--- config.mk ---
export PLATFORM = sky130hd
export DESIGN_NAME = lift_call_panel
export DESIGN_NICKNAME = d
export VERILOG_FILES = /design/src/rtl/lift_pkg.sv /design/src/rtl/lift_call_sel.sv /design/src/rtl/lift_call_panel.sv
export SDC_FILE = /design/constraint.sdc
export NUM_CORES = 1
export LEC_CHECK = 0
export CORE_MARGIN = 4
export CORE_UTILIZATION = 50
export CTS_CLUSTER_DIAMETER = 200
export DETAILED_ROUTE_END_ITERATION = 7
export GPL_TIMING_DRIVEN = 0
export PLACE_DENSITY = 0.87
export SYNTH_ARGS = -nofsm -noshare
export SYNTH_HDL_FRONTEND = slang
export SYNTH_SLANG_ARGS = --single-unit
--- constraint.sdc ---
create_clock -name CLK -period 2.8 [get_ports CLK]
set_input_delay 0.28 -clock CLK [delete_from_list [all_inputs] [get_ports CLK]]
set_output_delay 0.28 -clock CLK [all_outputs]
set_load 0.02 [all_outputs]
--- src/rtl/lift_pkg.sv ---
// Shared types and constants for the lift hall-call panel.
//
// Contents:
//   NFLOORS  - number of served floors (fixed at 4, floor codes 0..3)
//   floor_t  - 2-bit floor code
//   state_e  - panel sequencer states
//   dir_t    - current sweep direction of the call scheduler
package lift_pkg;

  localparam int unsigned NFLOORS = 4;

  typedef logic [1:0] floor_t;

  typedef enum logic [1:0] {
    StIdle       = 2'd0,
    StSelect     = 2'd1,
    StRequest    = 2'd2,
    StWaitArrive = 2'd3
  } state_e;

  typedef enum logic {
    DirUp   = 1'b0,
    DirDown = 1'b1
  } dir_t;

endpackage

--- src/rtl/lift_call_sel.sv ---
// Combinational next-target selector for the lift call panel.
//
// Scans the pending-call vector relative to the car position and picks the next
// target, continuing the current sweep direction and reversing only when nothing
// is left ahead of the car.
//
// Ports:
//   pend_i    - latched pending calls, one bit per floor
//   floor_q_i - current car floor
//   dir_i     - current sweep direction
//   tgt_o     - selected target floor (valid when found_o)
//   found_o   - a target other than the current floor exists
//   flip_o    - the selected target lies behind the sweep; direction must reverse
//   here_o    - a call is pending at the current floor
module lift_call_sel
  import lift_pkg::*;
(
  input  logic [NFLOORS-1:0] pend_i,
  input  floor_t             floor_q_i,
  input  dir_t               dir_i,
  output floor_t             tgt_o,
  output logic               found_o,
  output logic               flip_o,
  output logic               here_o
);

  logic   above_found, below_found;
  floor_t above_tgt, below_tgt;

  // Nearest pending floor above (scan downwards so the lowest match wins) and
  // nearest pending floor below (scan upwards so the highest match wins).
  always_comb begin
    above_found = 1'b0;
    above_tgt   = '0;
    for (int i = NFLOORS - 1; i >= 0; i--) begin
      if (i > int'(floor_q_i) && pend_i[i]) begin
        above_found = 1'b1;
        above_tgt   = floor_t'(i);
      end
    end
  end

  always_comb begin
    below_found = 1'b0;
    below_tgt   = '0;
    for (int i = 0; i < NFLOORS; i++) begin
      if (i < int'(floor_q_i) && pend_i[i]) begin
        below_found = 1'b1;
        below_tgt   = floor_t'(i);
      end
    end
  end

  always_comb begin
    tgt_o   = '0;
    found_o = 1'b0;
    flip_o  = 1'b0;
    here_o  = pend_i[floor_q_i];
    if (dir_i == DirUp) begin
      if (above_found) begin
        tgt_o   = above_tgt;
        found_o = 1'b1;
      end else if (below_found) begin
        tgt_o   = below_tgt;
        found_o = 1'b1;
        flip_o  = 1'b1;
      end
    end else begin
      if (below_found) begin
        tgt_o   = below_tgt;
        found_o = 1'b1;
      end else if (above_found) begin
        tgt_o   = above_tgt;
        found_o = 1'b1;
        flip_o  = 1'b1;
      end
    end
  end

endmodule

--- src/rtl/lift_call_panel.sv ---
// Lift hall-call panel: latches hall buttons into pending calls, picks the next
// target with a sweep (elevator) policy and hands it to the lift controller over
// a REQ/ACK handshake, clearing the call when the car arrives.
//
// Build option: define LIFT_PANEL_TIMEOUT_EN to abort a request that is not
// acknowledged within TIMEOUT_CYC cycles (ERR pulses, calls are kept and the
// target is reselected). Without it REQUEST waits forever and ERR is tied 0.
//
// Ports:
//   CLK     - system clock, rising edge
//   RES     - asynchronous active-high reset
//   BTN     - hall call buttons (level), one bit per floor
//   FLOOR_Q - current car floor from the controller
//   ARRIVED - car stopped at FLOOR_Q
//   ACK     - controller accepted the current target
//   REQ     - target request to the controller
//   TGT     - requested target floor
//   PEND    - latched pending calls (call lamps)
//   BUSY    - sequencer not idle
//   ERR     - one-cycle pulse on ACK timeout
module lift_call_panel
  import lift_pkg::*;
#(
  parameter int unsigned NFLOORS     = lift_pkg::NFLOORS,
  parameter int unsigned TIMEOUT_CYC = 16
) (
  input  logic               CLK,
  input  logic               RES,
  input  logic [NFLOORS-1:0] BTN,
  input  floor_t             FLOOR_Q,
  input  logic               ARRIVED,
  input  logic               ACK,
  output logic               REQ,
  output floor_t             TGT,
  output logic [NFLOORS-1:0] PEND,
  output logic               BUSY,
  output logic               ERR
);

  // The floor encoding and selector are built for exactly four floors.
  if (NFLOORS != lift_pkg::NFLOORS || TIMEOUT_CYC == 0) begin : gen_param_err
    $error("lift_call_panel: NFLOORS must be 4 and TIMEOUT_CYC must be nonzero");
  end

  state_e             state_q, state_d;
  dir_t               dir_q, dir_d;
  logic [NFLOORS-1:0] btn_q;
  logic [NFLOORS-1:0] btn_rise;
  logic [NFLOORS-1:0] pend_q, pend_d;
  logic [NFLOORS-1:0] clr;
  logic               req_q, req_d;
  floor_t             tgt_q, tgt_d;

  floor_t             sel_tgt;
  logic               sel_found, sel_flip, sel_here;

`ifdef LIFT_PANEL_TIMEOUT_EN
  localparam int unsigned CntW = (TIMEOUT_CYC > 1) ? $clog2(TIMEOUT_CYC) : 1;
  localparam logic [CntW-1:0] CntLast = CntW'(TIMEOUT_CYC - 1);

  logic [CntW-1:0] cnt_q, cnt_d;
  logic            err_q, err_d;
`endif

  // Only a fresh press latches; a held button has btn_q already set.
  assign btn_rise = BTN & ~btn_q;

  lift_call_sel u_call_sel (
    .pend_i    (pend_q),
    .floor_q_i (FLOOR_Q),
    .dir_i     (dir_q),
    .tgt_o     (sel_tgt),
    .found_o   (sel_found),
    .flip_o    (sel_flip),
    .here_o    (sel_here)
  );

  always_comb begin
    state_d = state_q;
    dir_d   = dir_q;
    req_d   = req_q;
    tgt_d   = tgt_q;
    clr     = '0;
`ifdef LIFT_PANEL_TIMEOUT_EN
    cnt_d   = '0;
    err_d   = 1'b0;
`endif

    unique case (state_q)
      StIdle: begin
        if (|pend_q) begin
          state_d = StSelect;
        end
      end

      StSelect: begin
        if (sel_here) begin
          // Car is already at a calling floor: serve it without a request.
          clr[FLOOR_Q] = 1'b1;
          state_d      = StIdle;
        end else if (sel_found) begin
          tgt_d   = sel_tgt;
          req_d   = 1'b1;
          state_d = StRequest;
          if (sel_flip) begin
            dir_d = (dir_q == DirUp) ? DirDown : DirUp;
          end
        end else begin
          state_d = StIdle;
        end
      end

      StRequest: begin
        if (ACK) begin
          req_d   = 1'b0;
          state_d = StWaitArrive;
        end
`ifdef LIFT_PANEL_TIMEOUT_EN
        else if (cnt_q == CntLast) begin
          // Give up on this handshake; calls stay latched so IDLE reselects.
          req_d   = 1'b0;
          err_d   = 1'b1;
          state_d = StIdle;
        end else begin
          cnt_d = cnt_q + 1'b1;
        end
`endif
      end

      StWaitArrive: begin
        if (ARRIVED && (FLOOR_Q == tgt_q)) begin
          clr[tgt_q] = 1'b1;
          state_d    = StIdle;
        end
      end

      default: begin
        state_d = StIdle;
      end
    endcase

    // Clear wins over a press of the same floor in the same cycle.
    pend_d = (pend_q | btn_rise) & ~clr;
  end

  always_ff @(posedge CLK or posedge RES) begin
    if (RES) begin
      state_q <= StIdle;
      dir_q   <= DirUp;
      btn_q   <= '0;
      pend_q  <= '0;
      req_q   <= 1'b0;
      tgt_q   <= '0;
    end else begin
      state_q <= state_d;
      dir_q   <= dir_d;
      btn_q   <= BTN;
      pend_q  <= pend_d;
      req_q   <= req_d;
      tgt_q   <= tgt_d;
    end
  end

`ifdef LIFT_PANEL_TIMEOUT_EN
  always_ff @(posedge CLK or posedge RES) begin
    if (RES) begin
      cnt_q <= '0;
      err_q <= 1'b0;
    end else begin
      cnt_q <= cnt_d;
      err_q <= err_d;
    end
  end

  assign ERR = err_q;
`else
  assign ERR = 1'b0;
`endif

  assign REQ  = req_q;
  assign TGT  = tgt_q;
  assign PEND = pend_q;
  assign BUSY = (state_q != StIdle);

endmodule

# == After elaboration in Yosys (flattened, before gate mapping) ==
# Cells that the tools add are included.
# totals
register_bits,14
inputBits,10
out_inout_bits,9
elab_cells,92
# classes
n_lt_le_gt_ge,10
n_eq_ne,9
muxes,44
bitwise,6
reduce_logical,17
# ops
cell,count
2-bit two-way mux,14
1-bit two-way mux,22
2-bit inequality test (second input constant),5
1-bit logical AND,9
4-bit AND,2
4-bit two-way mux,2
4-bit inverter,2
2-bit one-hot mux with 4 select lines,1
4-bit one-hot mux with 2 select lines,1
4-bit AND reduction,2
2-bit by 3-bit < comparator with 1-bit output (second input constant),2
3-bit AND reduction,2
1-bit demux with 2-bit select,2
2-bit equality test (second input constant),2
2-bit by 1-bit greater-or-equal comparator with 1-bit output (second input constant),2
2-bit > comparator (first input constant),2
1-bit by 2-bit < comparator with 1-bit output (first input constant),2
4-bit bitwise OR,1
2-bit nonzero test,2
4-bit OR reduction,1
1-bit binary-select mux with 2-bit select,1
2-bit by 1-bit equality test with 1-bit output (second input constant),1
2-bit equality test,1
1-bit by 2-bit > comparator with 1-bit output (first input constant),1
other kinds (4),4

# == Longest topological paths before layout ==
# depth
depth_word,11
mapped_depth,5
mapped_depth_nobuf,4

# == By module ==
# Synthesis repeated with hierarchy kept, for this count alone.
# hier_totals
cells_unflattened,88
hier_area_um2,825.8
# modules_own_cells
module,n_inst,cells_each,area_each_um2,seq_area_each_um2
lift_call_panel,1,57,611.8,350.3
lift_call_sel,1,31,214.0,0.0

# == Least setup slack after synthesis ==
# OpenSTA, ideal clock, no wires.
# synth_timing
path_type,register to register
startpoint,reg pend_q[0] (netlist: PEND[0])
endpoint,reg tgt_q[0] (netlist: TGT[0])
setup_time_ps,128
arrival_time_ps,1862
required_time_ps,2672
setup_slack_ps,810
stages_incl_launch_ff,6
path_buffers,1
synth_period_minus_slack_ps,1990
path_cell_list,dfrtp_1 > clkbuf_1 > mux4_2 > or2_4 > a31oi_4 > mux2_1
# synth_between
elab_chain_len,8
elab_cells_between_ends,16
classes_between,13 x mux; 1 x bitwise; 2 x reduce/logical
# synth_lines
element,line_no,text
start: declaration,lift_call_panel.sv:49,"logic [NFLOORS-1:0] pend_q, pend_d;"
start signal: assignment,lift_call_panel.sv:158,pend_q <= pend_d;
1-bit logical AND,lift_call_sel.sv:47,if (i < int'(floor_q_i) && pend_i[i]) begin
1-bit two-way mux (3 in series),lift_call_sel.sv:47,
1-bit two-way mux,lift_call_sel.sv:63,end else if (below_found) begin
1-bit two-way mux,lift_call_sel.sv:60,if (above_found) begin
1-bit two-way mux,lift_call_sel.sv:59,if (dir_i == DirUp) begin
3-bit AND reduction (no source line),-,
end signal: assignment,lift_call_panel.sv:160,tgt_q <= tgt_d;
end: declaration,lift_call_panel.sv:52,"floor_t tgt_q, tgt_d;"
# Several ways; a longest one is shown, not always the timed one. The select of a mux whose other input is x is not followed.
# A chain may end at the register's enable or synchronous reset.

# == Worst setup path after layout ==
# Ends and elaborated chain as after synthesis.

==> metrics <==
Seq pwr share 0.334; Net count, final around 120; Async SR Flop Fraction 1.00; Post-CTS Setup Bufs 0; TritonCTS buffer count 3; via density per instance a little over 6; Routability Congestion slightly above 0.8; Cell Area, Synth roughly 860 um^2; sequential fraction of the synthesis area 0.406; drt pass-1 iters 4; number of global-route vias before repair 746; Port Buf Inserts 16; Placed Instance Area about 1000 um^2; first-pass GRT wire length between 3000 and 4000 um; Max Clock Freq around 490 MHz; Critical Path RT 2.97 ns; max-slew violation count 0; Hold Path Class input pin to asynchronous set/reset pin; per-cell routed wire length 16.8 um; syn nets 96; Area Overhead vs Synth 25.1%; Row Count 14; Max Clock Skew ~0.00056 ns; 1st-iter DRT viols 18; share of the synthesized area in the top cell type 0.406; min Tclk post-route ~2.1 ns; Remaining DRCs 0; startpoint types flip-flop; antenna violations before repair 0; critical path arrival 2.22 ns; initial core utilization 0.553; I/O pin count 19; drt total wl roughly 2100 um; # diodes 0; Post-Route Setup TNS 0 ns; Logic pwr share 0.530; synthesized flop and latch total 14; switching fraction of total power 0.417; synth top area cells dfrtp_1 41%, a21oi_1 3.5%, nand2b_1 2.9%; CP max FO 9; Mapped Cells 86; TritonCTS clock tree done; metal3 WL around 140 um; Max-slew headroom 0.653; top_reg_cell synth dfrtp_1; total gr overflow 0; finished layout cell area 1080 um^2; internal power between 600 and 700 uW; met2 wire length 986 um; Vias approximately 750; most common cell in the netlist dfrtp_1; H-tree depth 1; syn_area_per_cell about 10 um^2; Clock Sink Count 14; core area 1560 um^2; chip height ~50 um; met1 wire length between 800 and 900 um; Final Power between 1 and 1.5 mW; Slew @ Worst Pin 0.521 ns; final core utilization 0.692; unrepaired setup endpoints after global routing no; cts hold-fix bufs 0; switching power between 400 and 500 uW; EDFF count, synth 0; all-layer global routing usage 0.185; crit end category flip-flop; Crit Path Category flip-flop to flip-flop; CTS Root Cell clkbuf_4; Worst-Skew Late Latency 0.28 ns; largest net degree at the start of global routing 15; Peak VDD IR 0.000626 V; synth warn 0; DRT antenna net count 0; Final Hold Fails 0; hpwl dp between 1500 and 2000 um; Leak Pwr 0.435 nW; clock-pin slew on the worst setup and hold paths about 0.080 ns; cells resized by post-CTS repair 0; clock share of power 0.135; Pwr Density between 900 and 1000 nW/um^2; status complete, no violations; Top Layer Used met4; post-synth cell types 43; Max Cap Violations 0; crit share post-route 0.733; setup violators final 0; top cells by count, synth 14 x dfrtp_1, 6 x a21oi_1, 5 x inv_1, 4 x nand2b_1; die width 49.5 um; die area roughly 2500 um^2; largest area contributor in the netlist dfrtp_1; layout cells sized above 1 0.142; maximum clock path buffer count 2
[metrics by stage]
step,hold WS (ns),worst slack [ns],std cells
floorplan,0.169,0.810,86
global placement,0.477,0.577,118
detailed placement,0.479,0.525,118
CTS,0.368,0.740,122
global route,0.397,0.588,122
finish,0.361,0.746,122
[registers in the layout (all words and copies together), names as in the netlist, named ones only]
register,cells
TGT,2
REQ,1
btn_q,4
dir_q,1
PEND,4
state_q,1
[cells in the final DEF, fill, tap and decap left out, drive strengths merged, types with 3 or more instances in the layout]
master	n
or2	4
inv	5
nor2b	3
a21o	3
clkbuf	7
clkdlybuf4s50	16
nor3	3
buf	3
a21oi	6
nand2b	4
dfrtp	14
[power by group through the flow]
stage | sequential (mW) | clock (mW) | combinational (mW)
floorplan | 0.401 | 0 | 0.310
global placement | 0.353 | 0 | 0.542
detailed placement | 0.359 | 0 | 0.558
CTS | 0.356 | 0.147 | 0.566
global route | 0.370 | 0.158 | 0.613
finish | 0.357 | 0.145 | 0.566
[worst paths after layout]
path	slack, ns	cells past startpoint	start	end
worst max-delay path	0.75	5	PEND[0]	TGT[0]
worst min-delay path	0.36	2	RES	PEND[2]
worst max register to register	0.75	5	PEND[0]	TGT[0]
worst min register to register	0.49	1	REQ	REQ
max in group asynchronous	2.10	2	RES	PEND[1]
min in group CLK	0.46	1	BTN[1]	btn_q[1]
[cell families (layout without fill, tap and decap cells)]
kind of cell | count (synthesis) | count (layout) | share of synthesized area
and+or+nand+nor | 24 | 24 | 0.174
xor gates and xnor gates | 2 | 2 | 0.0203
DFF | 14 | 14 | 0.406
other | 1 | 1 | 0.00435
buffers and inverters | 11 | 31 | 0.0624
AOI/OAI and AO/OA | 30 | 30 | 0.269
muxes | 4 | 4 | 0.0639
[critical path: stages (launching register included)]
cell and delay (ns):
dfrtp_1 0.39, clkbuf_1 0.20, mux4_2 0.51, or2_4 0.28
a31oi_4 0.21, mux2_1 0.35
[final cells by class]
cell class | count | area (um^2)
multi-input combinational | 61 | 458
fill | 130 | 480
sequential | 14 | 350
timing repair buffer | 16 | 160
inverter | 5 | 18.8
buffer | 6 | 35.0
clock buffer | 4 | 36.3
tap | 16 | 20.0
[routing by layer]
layer | vias to the layer above | GRT usage
li1 | 356 | -
met1 | 348 | 0.234
met2 | 38 | 0.308
met3 | 9 | 0.0361
met4 | 0 | 0.0691
met5 | - | 0
(Power assumes the default switching activity.)
